## src/rtl/pp_loop_sequencer.sv

```systemverilog
// pp_loop_sequencer
//   Control FSM for one pipelined loop. It runs a fixed number of pre-loop cycles
//   and then issues iterations at a fixed initiation interval. It tracks in-flight
//   iterations through DEPTH stages, drains them, runs the post-loop cycles and
//   pulses done.
//
//   Ports
//     clock, reset           rising-edge clock, synchronous active-low reset
//     start, trip_count      loop request (taken in IDLE) and iteration count
//     stall, quit            freeze issue/stage advance; early exit with drain
//     busy                   FSM not idle
//     pre_states_valid       pre-loop cycle
//     iter_start_enable      iteration issued this cycle; iter_idx holds its index
//     stage_valid            per-stage occupancy, [0] is the issue itself
//     iter_end_enable        iteration retires this cycle
//     post_states_valid      one-hot post-loop step
//     quit_at_end            sticky flag: last run was ended by quit
//     done                   one-cycle completion pulse
//     cur_state              FSM encoding
//
//   state | meaning
//   ------+------------------------------------------------------------
//   IDLE  | waiting for start
//   PRE   | pre-loop cycles
//   LOOP  | issuing iterations every II unstalled cycles
//   DRAIN | no issue; waiting for in-flight iterations to retire
//   POST  | post-loop cycles, one-hot walk on post_states_valid
//   DONE  | done pulse, back to IDLE
module pp_loop_sequencer #(
    parameter int TRIP_W      = 16,
    parameter int II          = 1,
    parameter int DEPTH       = 3,
    parameter int PRE_STATES  = 1,
    parameter int POST_STATES = 3
) (
    input  logic                   clock,
    input  logic                   reset,
    input  logic                   start,
    input  logic [TRIP_W-1:0]      trip_count,
    input  logic                   stall,
    input  logic                   quit,
    output logic                   busy,
    output logic                   pre_states_valid,
    output logic                   iter_start_enable,
    output logic [TRIP_W-1:0]      iter_idx,
    output logic [DEPTH-1:0]       stage_valid,
    output logic                   iter_end_enable,
    output logic [POST_STATES-1:0] post_states_valid,
    output logic                   quit_at_end,
    output logic                   done,
    output logic [2:0]             cur_state
);

    localparam int PW = (PRE_STATES > 1) ? $clog2(PRE_STATES) : 1;
    localparam int IW = (II > 1) ? $clog2(II) : 1;
    localparam logic [PW-1:0]     PRE_LAST = PW'(PRE_STATES - 1);
    localparam logic [IW-1:0]     II_LAST  = IW'(II - 1);
    localparam logic [TRIP_W:0]   CNT_ONE  = (TRIP_W+1)'(1);

    typedef enum logic [2:0] {
        S_IDLE  = 3'd0,
        S_PRE   = 3'd1,
        S_LOOP  = 3'd2,
        S_DRAIN = 3'd3,
        S_POST  = 3'd4,
        S_DONE  = 3'd5
    } state_t;

    state_t                 state, state_nxt;
    logic [TRIP_W-1:0]      trip_q;
    // One bit wider than trip so a full-range trip count never wraps.
    logic [TRIP_W:0]        issued, retired, retired_nxt;
    logic [PW-1:0]          pre_cnt;
    logic [IW-1:0]          ii_cnt;
    logic [POST_STATES-1:0] post_oh;
    logic                   issue, retire, last_issue;

    assign issue       = (state == S_LOOP) && (ii_cnt == '0) && !stall && !quit;
    assign last_issue  = issue && ((issued + CNT_ONE) == {1'b0, trip_q});
    assign retire      = iter_end_enable;
    assign retired_nxt = retired + {{TRIP_W{1'b0}}, retire};

    // Stage 0 is the issue itself; later stages are registers that hold on stall.
    generate
        if (DEPTH > 1) begin : g_stages
            logic [DEPTH-1:1] stage_q;
            always_ff @(posedge clock) begin
                if (!reset) begin
                    stage_q <= '0;
                end else if (!stall) begin
                    stage_q <= stage_valid[DEPTH-2:0];
                end
            end
            assign stage_valid = {stage_q, issue};
        end else begin : g_single
            assign stage_valid = issue;
        end
    endgenerate

    assign iter_end_enable = stage_valid[DEPTH-1] && !stall;

    always_comb begin
        state_nxt = state;
        case (state)
            S_IDLE:  if (start) state_nxt = S_PRE;
            S_PRE:   if (pre_cnt == '0) state_nxt = (trip_q != '0) ? S_LOOP : S_POST;
            S_LOOP:  if (quit || last_issue) state_nxt = S_DRAIN;
            // Also covers the empty pipeline after an early quit.
            S_DRAIN: if (retired_nxt == issued) state_nxt = S_POST;
            S_POST:  if (post_oh[POST_STATES-1]) state_nxt = S_DONE;
            S_DONE:  state_nxt = S_IDLE;
            default: state_nxt = S_IDLE;
        endcase
    end

    always_ff @(posedge clock) begin
        if (!reset) begin
            state       <= S_IDLE;
            trip_q      <= '0;
            issued      <= '0;
            retired     <= '0;
            pre_cnt     <= '0;
            ii_cnt      <= '0;
            post_oh     <= '0;
            quit_at_end <= 1'b0;
        end else begin
            state <= state_nxt;

            if (state == S_IDLE && start) begin
                trip_q      <= trip_count;
                quit_at_end <= 1'b0;
                issued      <= '0;
                retired     <= '0;
                pre_cnt     <= PRE_LAST;
                ii_cnt      <= '0;
            end

            if (state == S_PRE && pre_cnt != '0) begin
                pre_cnt <= pre_cnt - PW'(1);
            end

            if (state == S_LOOP) begin
                if (issue) begin
                    ii_cnt <= II_LAST;
                end else if (!stall && ii_cnt != '0) begin
                    ii_cnt <= ii_cnt - IW'(1);
                end
                if (quit) begin
                    quit_at_end <= 1'b1;
                end
            end

            if (issue) begin
                issued <= issued + CNT_ONE;
            end
            if (retire) begin
                retired <= retired_nxt;
            end

            if (state_nxt == S_POST && state != S_POST) begin
                post_oh <= POST_STATES'(1);
            end else if (state == S_POST) begin
                post_oh <= post_oh << 1;
            end else begin
                post_oh <= '0;
            end
        end
    end

    assign busy              = (state != S_IDLE);
    assign pre_states_valid  = (state == S_PRE);
    assign iter_start_enable = issue;
    assign iter_idx          = issue ? issued[TRIP_W-1:0] : '0;
    assign post_states_valid = (state == S_POST) ? post_oh : '0;
    assign done              = (state == S_DONE);
    assign cur_state         = state;

endmodule
```

## config.mk

```make
export PLATFORM = sky130hd
export DESIGN_NAME = pp_loop_sequencer
export DESIGN_NICKNAME = d
export VERILOG_FILES = /design/src/rtl/pp_loop_sequencer.sv
export SDC_FILE = /design/constraint.sdc
export NUM_CORES = 1
export LEC_CHECK = 0
export ABC_AREA = 0
export CAP_MARGIN = 40
export CELL_PAD_IN_SITES_DETAIL_PLACEMENT = 2
export CELL_PAD_IN_SITES_GLOBAL_PLACEMENT = 2
export CORE_MARGIN = 1
export CORE_UTILIZATION = 32
export DETAILED_ROUTE_END_ITERATION = 6
export PLACE_DENSITY_LB_ADDON = 0.1
export SLEW_MARGIN = 20
export SYNTH_ARGS = -nofsm -noshare
export SYNTH_HDL_FRONTEND = slang
export SYNTH_SLANG_ARGS = --single-unit
export TNS_END_PERCENT = 5
```

## constraint.sdc

```tcl
create_clock -name clock -period 4.5 [get_ports clock]
set_clock_uncertainty 0.2 [all_clocks]
set_input_delay 0.9 -clock clock [delete_from_list [all_inputs] [get_ports clock]]
set_output_delay 0.9 -clock clock [all_outputs]
set_load 0.03 [all_outputs]
```

==> flow_summary_export.csv <==
group,metric,value,unit
cts,cts_root_buf,"clkbuf_16",
sta,finalCritPeriodShare,0.887,
synthesis,yosysWarnings,0,
synthesis,synth_nets,544,
setup_path,end_kind,"primary output",
floorplanning,coreArea,11600,um^2
finish,drive_above_1_share,0.0645,
synthesis,syn_area,3890,um^2
drt,firstDrtPassIters,6,
global_route,grt_usage,0.226,
sta,setup_viol,0,
power_and_ir_drop,p_total,1.45,mW
cts,htreeDepth,3,
drt,wl_per_cell,18.9,um
global_route,first_global_vias,4189,
setup_path,startpoint_type,"input pin",
drt,dr_total_vias,3861,
floorplanning,rows,39,
cts,clockBufferDepth,2,
cts,insertion_delay,340,ps
finish,fill_cells,1373,
cts,cts_sinks,61,
floorplanning,io_pins,52,
drt,routed_wl,13200,um
sta,hold-worst-slack,245,ps
sta,fin_ws,507,ps
sta,rsz0062_at_grt,"false",
finish,area_growth_syn_to_layout,22.6,%
setup_path,crit_fanout,14,
placed_design,pre_cts_ws,245,ps
global_route,overflow,0,
run_status,status,"finished, violations left",
power_and_ir_drop,vdd_ir_drop_max,0.000214,V
finish,layout.cells.non_filler,701,
floorplanning,start_util,0.335,
cts,cts_hold_buf,0,
sta,finalCriticalPeriod,3990,ps
run,maxCapViolations,0,
cts,cts.repair.resized,0,
global_route,grt_pass1_wl,22100,um
floorplanning,die_w,112,um
global_route,antenna_found_initial,0,
min_path,hp-class,"reg2reg",
floorplanning,dieArea,12600,um^2
cts,path_clk_slew,50,ps
synthesis,synthFlopType,"dfxtp_1",
setup_path,cp.required,3400,ps
setup_path,cpPeakStageDelay,670,ps
synthesis,avgSynthCellArea,7.51,um^2
finish,layout.nets,581,
finish,final_cell_area,4770,um^2
synthesis,async_reset_ff_frac,0,
placed_design,hpwl,9750,um
sta,worst_pin_slew,700,ps
floorplanning,die_y,112,um
finish,n_antenna_cell,0,
power_and_ir_drop,powerDensity,305,nW/um^2
drt,vias_per_cell,5.51,
setup_path,slowest_stage,"clkdlybuf4s50_1",
synthesis,synth-edff-count,0,
placed_design,io_buffers,51,
finish,fin_util,0.411,
sta,fmax,0.250,GHz
synthesis,synth.yosys.seq_area_share,0.314,
placed_design,placed_cells,687,
cts,cts_tree,"yes",
sta,timing.setup.tns,0,ps
synthesis,synth_seq_cells,61,
sta,hold_violations,0,
sta,maxSlewHeadroom,0.533,
power_and_ir_drop,leakagePower,1.79,nW
drt,drt_iter0_markers,123,
cts,postCtsSetupRepairBufs,0,
sta,slew_viol_final,0,
drt,drcViolationCount,1,
setup_path,path_common_cell,"clkdlybuf4s50_1",
drt,ant_nets,0,
setup_path,worstSetupPathType,"in2out",
global_route,grt_max_degree,32,
run_status,violations,"DRC",
placed_design,gp_congestion,0.823,
setup_path,path_cells,"clkdlybuf4s50_1, nor2_1, nand3_1, clkinv_1, buf_4, and2_1, clkdlybuf4s50_1",
synthesis,synth_cell_types,55,
synthesis,synthCells,518,
placed_design,place_area,4500,um^2
cts,numCtsBuffers,9,
setup_path,cp.arrival,2890,ps
==> cells in the final DEF, fill, tap and decap left out, types with 3 or more instances in the layout <==
cell | synthesis | layout
a21o_1 | 4 | 4
a21oi_1 | 54 | 54
a22oi_1 | 7 | 7
a31oi_1 | 4 | 4
and2_1 | 22 | 22
and3_1 | 9 | 9
and4_1 | 4 | 4
buf_4 | 5 | 14
clkbuf_16 | 0 | 9
clkdlybuf4s50_1 | 0 | 51
dfxtp_1 | 61 | 61
ha_1 | 5 | 5
inv_1 | 7 | 7
mux2i_1 | 4 | 4
nand2_1 | 62 | 62
nand2b_1 | 3 | 3
nand3_1 | 18 | 18
nand3b_1 | 5 | 5
nand4_1 | 9 | 9
nor2_1 | 54 | 53
nor3_1 | 18 | 18
nor3b_1 | 3 | 3
nor4_1 | 12 | 12
o21ai_0 | 29 | 29
or3_1 | 4 | 4
xnor2_1 | 30 | 30
xor2_1 | 16 | 16
==> cell type report <==
| class | instances | area (um^2) | share of cell area |
|---|---|---|---|
| Multi-Input combinational cell | 408 | 2450 | 0.514 |
| Sequential cell | 61 | 1220 | 0.256 |
| Timing Repair Buffer | 65 | 616 | 0.129 |
| Clock buffer | 12 | 256 | 0.0538 |
| Tap cell | 143 | 179 | 0.0375 |
| Inverter | 10 | 37.5 | 0.00787 |
| Clock inverter | 2 | 10.0 | 0.00210 |
==> Yosys cell counts, drive strengths merged, types with 2 or more instances <==
library cell   n  area, um^2
nand2b         3        18.8
a21oi         54         270
and3           9        56.3
nand3         18        90.1
nor3b          3        22.5
o311ai         2        17.5
buf           16        97.6
nand4b         2        17.5
o21a           2        15.0
nand3b         5        37.5
a41o           2        20.0
a22oi          7        52.6
clkbuf        23        86.3
and2          22         138
nor2          54         203
o211ai         2        15.0
ha             5        62.6
nor2b          2        12.5
o21ai         29         145
nor3          18        90.1
or3            4        25.0
nand2         62         233
nor4          13        96.3
and4           4        35.0
inv            8        30.0
a21o           4        30.0
a2111oi        2        36.3
mux2i          4        40.0
xor2          16         140
dfxtp         61        1220
o211a          2        20.0
a31oi          4        25.0
clkinv         2        7.51
nand4         12         111
or4            2        18.8
xnor2         30         263
==> registers in the layout, summed over array words and instances, names as in the netlist <==
register and count:
cur_state 3, quit_at_end 1, ii_cnt 1, trip_q 16
issued 17, pre_cnt 1, g_stages.stage_q 2, retired 17
post_oh 3
==> final timing paths <==
| check | startpoint | to | slack [ps] | cells after the start |
|---|---|---|---|---|
| max | stall | iter_idx[10] | 510 | 7 |
| min | ii_cnt | ii_cnt | 240 | 1 |
| max reg2reg | g_stages.stage_q[2] | cur_state[0] | 1360 | 10 |
| min reg2reg | ii_cnt | ii_cnt | 240 | 1 |
==> metal layers <==
metal	part of all wire	up-vias	wire, um	GRT usage
met2	0.51	46	6690	0.404
met5	0	-	0	0
met4	0.016	0	207	0.0676
met1	0.46	1911	6040	0.272
met3	0.021	14	277	0.0459
li1	-	1890	-	-
==> critical path, delay by kind of cell <==
family	cells	cell delay (ps)
and+or+nand+nor	3	470
buffers and inverters	4	1520
==> logic make-up (layout without fill, tap and decap cells) <==
kind of cell               after synthesis  after routing  share of synthesized area
buffers and inverters                   49             89                     0.0569
muxes                                    4              4                     0.0103
AOI/OAI and AO/OA                      118            118                      0.184
and+or+nand+nor                        235            235                      0.315
xor gates and xnor gates                46             46                      0.104
adders and majority gates                5              5                     0.0161
DFF                                     61             61                      0.314
==> power by group <==
part	internal [mW]	switching, mW	total [mW]
combinational	0.0879	0.139	0.227
sequential	0.560	0.0265	0.586
clock	0.394	0.246	0.640
No activity file was read; power rests on OpenSTA's default activity.
